<file path="config.mk">
export PLATFORM = sky130hd
export DESIGN_NAME = mdu_seq
export DESIGN_NICKNAME = d
export VERILOG_FILES = /design/src/rtl/mdu_pkg.sv /design/src/rtl/mdu_div_step.sv /design/src/rtl/mdu_seq.sv
export SDC_FILE = /design/constraint.sdc
export NUM_CORES = 1
export LEC_CHECK = 0
export BUFFER_PORTS_ARGS = -buffer_cell sky130_fd_sc_hd__buf_2
export CORE_MARGIN = 1.5
export CORE_UTILIZATION = 45
export DETAILED_ROUTE_END_ITERATION = 8
export SYNTH_ARGS = -nofsm -noshare
export SYNTH_HDL_FRONTEND = slang
export SYNTH_SLANG_ARGS = --single-unit
</file>
<file path="constraint.sdc">
create_clock -name clk -period 6.6 [get_ports clk]
set_input_delay 0.33 -clock clk [delete_from_list [all_inputs] [get_ports clk]]
set_output_delay 0.33 -clock clk [all_outputs]
set_load 0.01 [all_outputs]
</file>
<file path="src/rtl/mdu_pkg.sv">
// Shared op codes, FSM encoding and op-class helpers for the iterative multiply/divide unit.
// MDU_MACC_EN enables the MADD/MADDU/MSUB/MSUBU accumulate forms.
package mdu_pkg;

    localparam logic [3:0] MDU_NONE  = 4'd0;
    localparam logic [3:0] MDU_MULT  = 4'd1;
    localparam logic [3:0] MDU_MULTU = 4'd2;
    localparam logic [3:0] MDU_DIV   = 4'd3;
    localparam logic [3:0] MDU_DIVU  = 4'd4;
    localparam logic [3:0] MDU_MTHI  = 4'd5;
    localparam logic [3:0] MDU_MTLO  = 4'd6;
    localparam logic [3:0] MDU_MADD  = 4'd7;
    localparam logic [3:0] MDU_MADDU = 4'd8;
    localparam logic [3:0] MDU_MSUB  = 4'd9;
    localparam logic [3:0] MDU_MSUBU = 4'd10;

    typedef enum logic [1:0] {
        StIdle,
        StBusy,
        StFix,
        StDone
    } mdu_state_e;

    function automatic logic is_div(input logic [3:0] op);
        return (op == MDU_DIV) || (op == MDU_DIVU);
    endfunction

    function automatic logic is_macc(input logic [3:0] op);
`ifdef MDU_MACC_EN
        return (op == MDU_MADD) || (op == MDU_MADDU) || (op == MDU_MSUB) || (op == MDU_MSUBU);
`else
        return (op != op);
`endif
    endfunction

    function automatic logic is_iter(input logic [3:0] op);
        return (op == MDU_MULT) || (op == MDU_MULTU) || is_div(op) || is_macc(op);
    endfunction

    // Signed forms take magnitudes on entry and fix signs up at the end.
    function automatic logic is_signed_op(input logic [3:0] op);
        return (op == MDU_MULT) || (op == MDU_DIV) || (op == MDU_MADD) || (op == MDU_MSUB);
    endfunction

endpackage

</file>
<file path="src/rtl/mdu_div_step.sv">
// One iteration of the shared datapath: restoring subtract-shift for divide, or
// shift-add for multiply, on the {acc, q} register pair.
module mdu_div_step #(
    parameter int unsigned WIDTH = 32
) (
    input  logic             is_div_i,
    input  logic [WIDTH-1:0] acc_i,
    input  logic [WIDTH-1:0] q_i,
    input  logic [WIDTH-1:0] m_i,
    output logic [WIDTH-1:0] acc_o,
    output logic [WIDTH-1:0] q_o
);

    logic [WIDTH:0] sum;
    logic [WIDTH:0] rem;
    logic [WIDTH:0] diff;

    always_comb begin
        sum  = {1'b0, acc_i} + (q_i[0] ? {1'b0, m_i} : '0);
        rem  = {acc_i, q_i[WIDTH-1]};
        diff = rem - {1'b0, m_i};
        if (is_div_i) begin
            // Top bit of diff clear means the trial subtraction did not go negative.
            if (!diff[WIDTH]) begin
                acc_o = diff[WIDTH-1:0];
                q_o   = {q_i[WIDTH-2:0], 1'b1};
            end else begin
                acc_o = rem[WIDTH-1:0];
                q_o   = {q_i[WIDTH-2:0], 1'b0};
            end
        end else begin
            acc_o = sum[WIDTH:1];
            q_o   = {sum[0], q_i[WIDTH-1:1]};
        end
    end

endmodule

</file>
<file path="src/rtl/mdu_seq.sv">
// Iterative multiply/divide unit owning HI/LO, one bit per cycle, stalling the PC while busy.
// Define MDU_MACC_EN to add the MADD/MADDU/MSUB/MSUBU accumulate operations.
module mdu_seq
    import mdu_pkg::*;
#(
    parameter int unsigned WIDTH = 32,
    parameter int unsigned CNT_W = $clog2(WIDTH) + 1
) (
    input  logic             clk,
    input  logic             rst,
    input  logic [3:0]       op,
    input  logic [WIDTH-1:0] a,
    input  logic [WIDTH-1:0] b,
    output logic [WIDTH-1:0] hi,
    output logic [WIDTH-1:0] lo,
    output logic             pc_ena,
    output logic             busy,
    output logic             done,
    output logic             div_zero
);

    mdu_state_e state_q, state_d;

    logic [CNT_W-1:0] cnt_q, cnt_d;
    logic [WIDTH-1:0] acc_q, acc_d;
    logic [WIDTH-1:0] q_q, q_d;
    logic [WIDTH-1:0] m_q, m_d;
    logic [WIDTH-1:0] hi_q, hi_d;
    logic [WIDTH-1:0] lo_q, lo_d;
    logic [3:0]       op_q, op_d;
    logic             neg_q, neg_d;
    logic             rneg_q, rneg_d;
    logic             div_zero_q, div_zero_d;

    logic             a_neg, b_neg;
    logic [WIDTH-1:0] a_abs, b_abs;
    logic [WIDTH-1:0] step_acc, step_q;
    logic [2*WIDTH-1:0] prod;

    assign a_neg = is_signed_op(op) & a[WIDTH-1];
    assign b_neg = is_signed_op(op) & b[WIDTH-1];
    assign a_abs = a_neg ? -a : a;
    assign b_abs = b_neg ? -b : b;

    mdu_div_step #(
        .WIDTH(WIDTH)
    ) u_step (
        .is_div_i(is_div(op_q)),
        .acc_i   (acc_q),
        .q_i     (q_q),
        .m_i     (m_q),
        .acc_o   (step_acc),
        .q_o     (step_q)
    );

    always_ff @(posedge clk or posedge rst) begin
        if (rst) begin
            state_q <= StIdle;
        end else begin
            state_q <= state_d;
        end
    end

    always_comb begin
        state_d = state_q;
        unique case (state_q)
            StIdle: begin
                if (is_iter(op)) begin
                    state_d = (is_div(op) && (b == '0)) ? StFix : StBusy;
                end
            end
            StBusy: begin
                if (cnt_q == CNT_W'(1)) begin
                    state_d = StFix;
                end
            end
            StFix:   state_d = StDone;
            StDone:  state_d = StIdle;
            default: state_d = StIdle;
        endcase
    end

    always_comb begin
        busy   = (state_q == StBusy) || (state_q == StFix);
        done   = (state_q == StDone);
        pc_ena = !busy && !((state_q == StIdle) && is_iter(op) && !rst);
    end

    always_ff @(posedge clk or posedge rst) begin
        if (rst) begin
            cnt_q      <= '0;
            acc_q      <= '0;
            q_q        <= '0;
            m_q        <= '0;
            hi_q       <= '0;
            lo_q       <= '0;
            op_q       <= MDU_NONE;
            neg_q      <= 1'b0;
            rneg_q     <= 1'b0;
            div_zero_q <= 1'b0;
        end else begin
            cnt_q      <= cnt_d;
            acc_q      <= acc_d;
            q_q        <= q_d;
            m_q        <= m_d;
            hi_q       <= hi_d;
            lo_q       <= lo_d;
            op_q       <= op_d;
            neg_q      <= neg_d;
            rneg_q     <= rneg_d;
            div_zero_q <= div_zero_d;
        end
    end

    always_comb begin
        cnt_d      = cnt_q;
        acc_d      = acc_q;
        q_d        = q_q;
        m_d        = m_q;
        hi_d       = hi_q;
        lo_d       = lo_q;
        op_d       = op_q;
        neg_d      = neg_q;
        rneg_d     = rneg_q;
        div_zero_d = div_zero_q;
        prod       = neg_q ? -{acc_q, q_q} : {acc_q, q_q};
        unique case (state_q)
            StIdle: begin
                if (op == MDU_MTHI) begin
                    hi_d = a;
                end else if (op == MDU_MTLO) begin
                    lo_d = a;
                end else if (is_iter(op)) begin
                    op_d       = op;
                    cnt_d      = CNT_W'(WIDTH);
                    neg_d      = a_neg ^ b_neg;
                    rneg_d     = a_neg;
                    div_zero_d = is_div(op) && (b == '0);
                    if (is_div(op)) begin
                        // On divide-by-zero acc carries the raw dividend straight to HI.
                        acc_d = (b == '0) ? a : '0;
                        q_d   = a_abs;
                        m_d   = b_abs;
                    end else begin
                        acc_d = '0;
                        q_d   = b_abs;
                        m_d   = a_abs;
                    end
                end
            end
            StBusy: begin
                acc_d = step_acc;
                q_d   = step_q;
                cnt_d = cnt_q - CNT_W'(1);
            end
            StFix: begin
                cnt_d = '0;
                if (div_zero_q) begin
                    hi_d = acc_q;
                    lo_d = '1;
                end else if (is_div(op_q)) begin
                    lo_d = neg_q ? -q_q : q_q;
                    hi_d = rneg_q ? -acc_q : acc_q;
                end else begin
`ifdef MDU_MACC_EN
                    if ((op_q == MDU_MADD) || (op_q == MDU_MADDU)) begin
                        {hi_d, lo_d} = {hi_q, lo_q} + prod;
                    end else if ((op_q == MDU_MSUB) || (op_q == MDU_MSUBU)) begin
                        {hi_d, lo_d} = {hi_q, lo_q} - prod;
                    end else begin
                        {hi_d, lo_d} = prod;
                    end
`else
                    {hi_d, lo_d} = prod;
`endif
                end
            end
            default: ;
        endcase
    end

    assign hi       = hi_q;
    assign lo       = lo_q;
    assign div_zero = div_zero_q;

endmodule

</file>
==> metrics.cfg <==
[clocking]
cts_tree=built
clock_sinks=175
cts_root_buffer=clkbuf_16
clk_pin_slew_ns=0.08
clk_latency_ns=0.46
cts.path.max_buffers=2
post-cts-setup-buffer-count=0
h-tree-depth=4
cts_made_buffers=17

[pwr]
ir_worst_vdd_uv=288
total_power_mw=9.80
powerDensity_mw_per_mm2=573
p_leak_nw=7.29

[floorplan]
row_count=67
die_w_um=189
die_h_um=189
die_area_mm2=0.0357
core_area_mm2=0.0338
initial_core_util=0.461
io_pins=138

[timing]
rsz0062_at_grt=false
fmax_mhz=235
setup_viol=0
slew_headroom=0.241
finalMaxSlewViolations=0
timing.hold.ws_ns=0.183
clock_skew_ns=0.0143
worstMarginPinSlew_ns=1.13
finalHoldViolCount=0
layout_min_cycle_time_ns=4.25
finalSetupTns_ns=0
period_share=0.644
setup_ws_ns=2.35

[synthesis]
netlist_instances=2080
synth_cell_types=80
ys.flop_type=dfrtp_1
yosys.area.top_type_share=0.281
seq_area_frac_synth=0.281
ys_top_cells_by_count=nand2_1 (275), nor2_1 (267), a21oi_1 (206)
synth_area_mm2=0.0156
synth-edff-count=0
synth-async-reset-ratio=1.00
avgSynthCellArea_um2=7.49
yosys_warnings=0
synth_top_cell_by_area=dfrtp_1
syn-num-nets=2227
synth_seq_cells=175
yosysMostFrequentCell=nand2_1
synth_area_leaders=dfrtp_1 (28%), nand2_1 (6.6%), a21oi_1 (6.6%)

[worst_setup_path]
timing.rr.start=acc_q[0]
cpMostUsedCell=a211o_1
start_kind=flop
criticalPathCategory=reg2reg
reg2reg_setup_slack_ns=2.35
path_cells=inv_1 > fa_1 > nand2b_1 > a211o_1 > a2111o_1 > a2111oi_4 > o311ai_2 > a211oi_4 > buf_4 > mux2i_1 > nor2_1 > a211o_1 > o221a_2
crit_path_max_fanout=30
slowest_stage=dfrtp_1
r2r_cells=13
cp.arrival_ns=4.60
critPathCaptureType=flop
cp.required_ns=6.95
critPathTopFamily=compound AO/OA/AOI/OAI gates
worst-path-stages=13
path_buf_inv=2
cpPeakStageDelay_ns=0.52
r2r_end=acc_q[7]

[routing]
first_iter_violations=1759
dr_total_vias=16100
drc=0
vias_per_cell=6.21
postRouteAntennaNets=0
firstDrtPassIters=6
wl_per_cell_um=23.8
wl_um=61600

[global_routing]
groute.usage.overall=0.345
grt_pass1_vias=14800
grt_util_met3=0.0714
grt_max_degree=79
overflow=0
grtUsageMet1=0.489
grt_pass1_wl_um=92300
grt.busiest_layer=met2
use_met2=0.510
antenna_found_initial=2

[layout]
drive_gt1_frac=0.113
areaGrowthSynthToFinish_pct=9.81
seqCellArea_mm2=0.00438
filler_cell_count=3378
fin_area_mm2=0.0171
n_antenna_cell=0
multi_input_comb_area_mm2=0.0104
fin_nets=2276

[run]
maxCapViolations=0

[place]
hpwl_um=45600
preCtsSetupSlack_ns=2.39
io_buffers=137
place.gp.congestion=0.990
place_area_mm2=0.0165

[min_path]
min_to=op_q[1]
holdCritPathClass=in2reg
whs_path_depth=2
holdCritStartpoint=op[1]

[outcome]
status=completed

[sequential cells by signal (all words and copies together), names as in the netlist]
register / flops
acc_q: 32
cnt_q: 6
div_zero: 1
hi: 32
lo: 32
m_q: 32
neg_q: 1
op_q: 4
q_q: 32
rneg_q: 1
state_q: 2
[worst max path at each step]
stage / endpoint / slack, ns / start
after floorplan: acc_q[0] / 1.51 / rst
after global placement: acc_q[7] / 2.54 / q_q[31]
after detailed placement: acc_q[7] / 2.39 / acc_q[0]
after CTS: acc_q[7] / 2.37 / acc_q[0]
after global routing: acc_q[19] / 2.10 / q_q[31]
final: acc_q[7] / 2.35 / acc_q[0]
[where the power goes]
group / switching, mW / internal [mW]
logic: 3.96 / 2.53
clock network: 0.494 / 0.532
registers: 0.702 / 1.58
total: 5.16 / 4.64
[worst reg2reg max path: stages, from the launching register on]
cell,delay [ns]
dfrtp_1,0.52
inv_1,0.17
fa_1,0.49
nand2b_1,0.20
a211o_1,0.31
a2111o_1,0.46
a2111oi_4,0.45
o311ai_2,0.18
a211oi_4,0.25
buf_4,0.41
mux2i_1,0.27
nor2_1,0.06
a211o_1,0.28
o221a_2,0.12
[cell families (layout without fill, tap and decap cells)]
logic type / Yosys count / in the layout / synth area share
flops: 175 / 175 / 0.281
xor+xnor: 176 / 176 / 0.0989
fa+ha+maj: 77 / 77 / 0.0628
buf+inv: 208 / 268 / 0.0523
compound gates: 678 / 678 / 0.271
mux: 39 / 39 / 0.0259
simple gates: 727 / 727 / 0.208
[layout make-up]
type                       instances  share of cell area
clock buffer                      19              0.0259
inverter                          74              0.0165
sequential                       175               0.256
timing repair buffer             164              0.0521
clock inverter                    11             0.00629
multi-input combinational       1697               0.610
tap                              448              0.0328
[metal layers]
layer,share of wire,wire [µm]
met4,0.040,2470
met1,0.45,27700
met3,0.091,5600
met5,0.00044,27
met2,0.42,25800
[stage by stage]
| step | cells | util |
|---|---|---|
| 6_report | 2588 | 0.506 |
| 5_1_grt | 2588 | 0.506 |
| 4_1_cts | 2588 | 0.506 |
| 3_5_place_dp | 2557 | 0.490 |
| 3_3_place_gp | 2557 | 0.490 |
| 2_1_floorplan | 2080 | - |
[what timing repair did]
| action | CTS | global route |
|---|---|---|
| hold buffers | 1 | 0 |
| gates resized for setup | 0 | 0 |
| endpoints found under the hold margin | 49 | 0 |
[placed cells by master, fill, tap and decap left out, drive strengths merged, types with 6 or more instances in the layout]
cell type / count
a2111oi: 6
a211oi: 34
a21o: 29
a21oi: 206
a221o: 8
a221oi: 24
a22oi: 6
a31oi: 28
and2: 9
and3: 13
buf: 163
clkbuf: 19
clkinv: 6
dfrtp: 175
ha: 75
inv: 77
mux2: 11
mux2i: 28
nand2: 275
nand2b: 17
nand3: 24
nand3b: 6
nand4: 8
nor2: 267
nor2b: 14
nor3: 36
nor4: 15
o211ai: 13
o21a: 11
o21ai: 181
o21bai: 12
o221ai: 9
o22ai: 38
o31ai: 31
o41ai: 13
or2: 10
or3: 10
or4: 15
xnor2: 113
xor2: 63
Power figures use the tool's default switching activity.
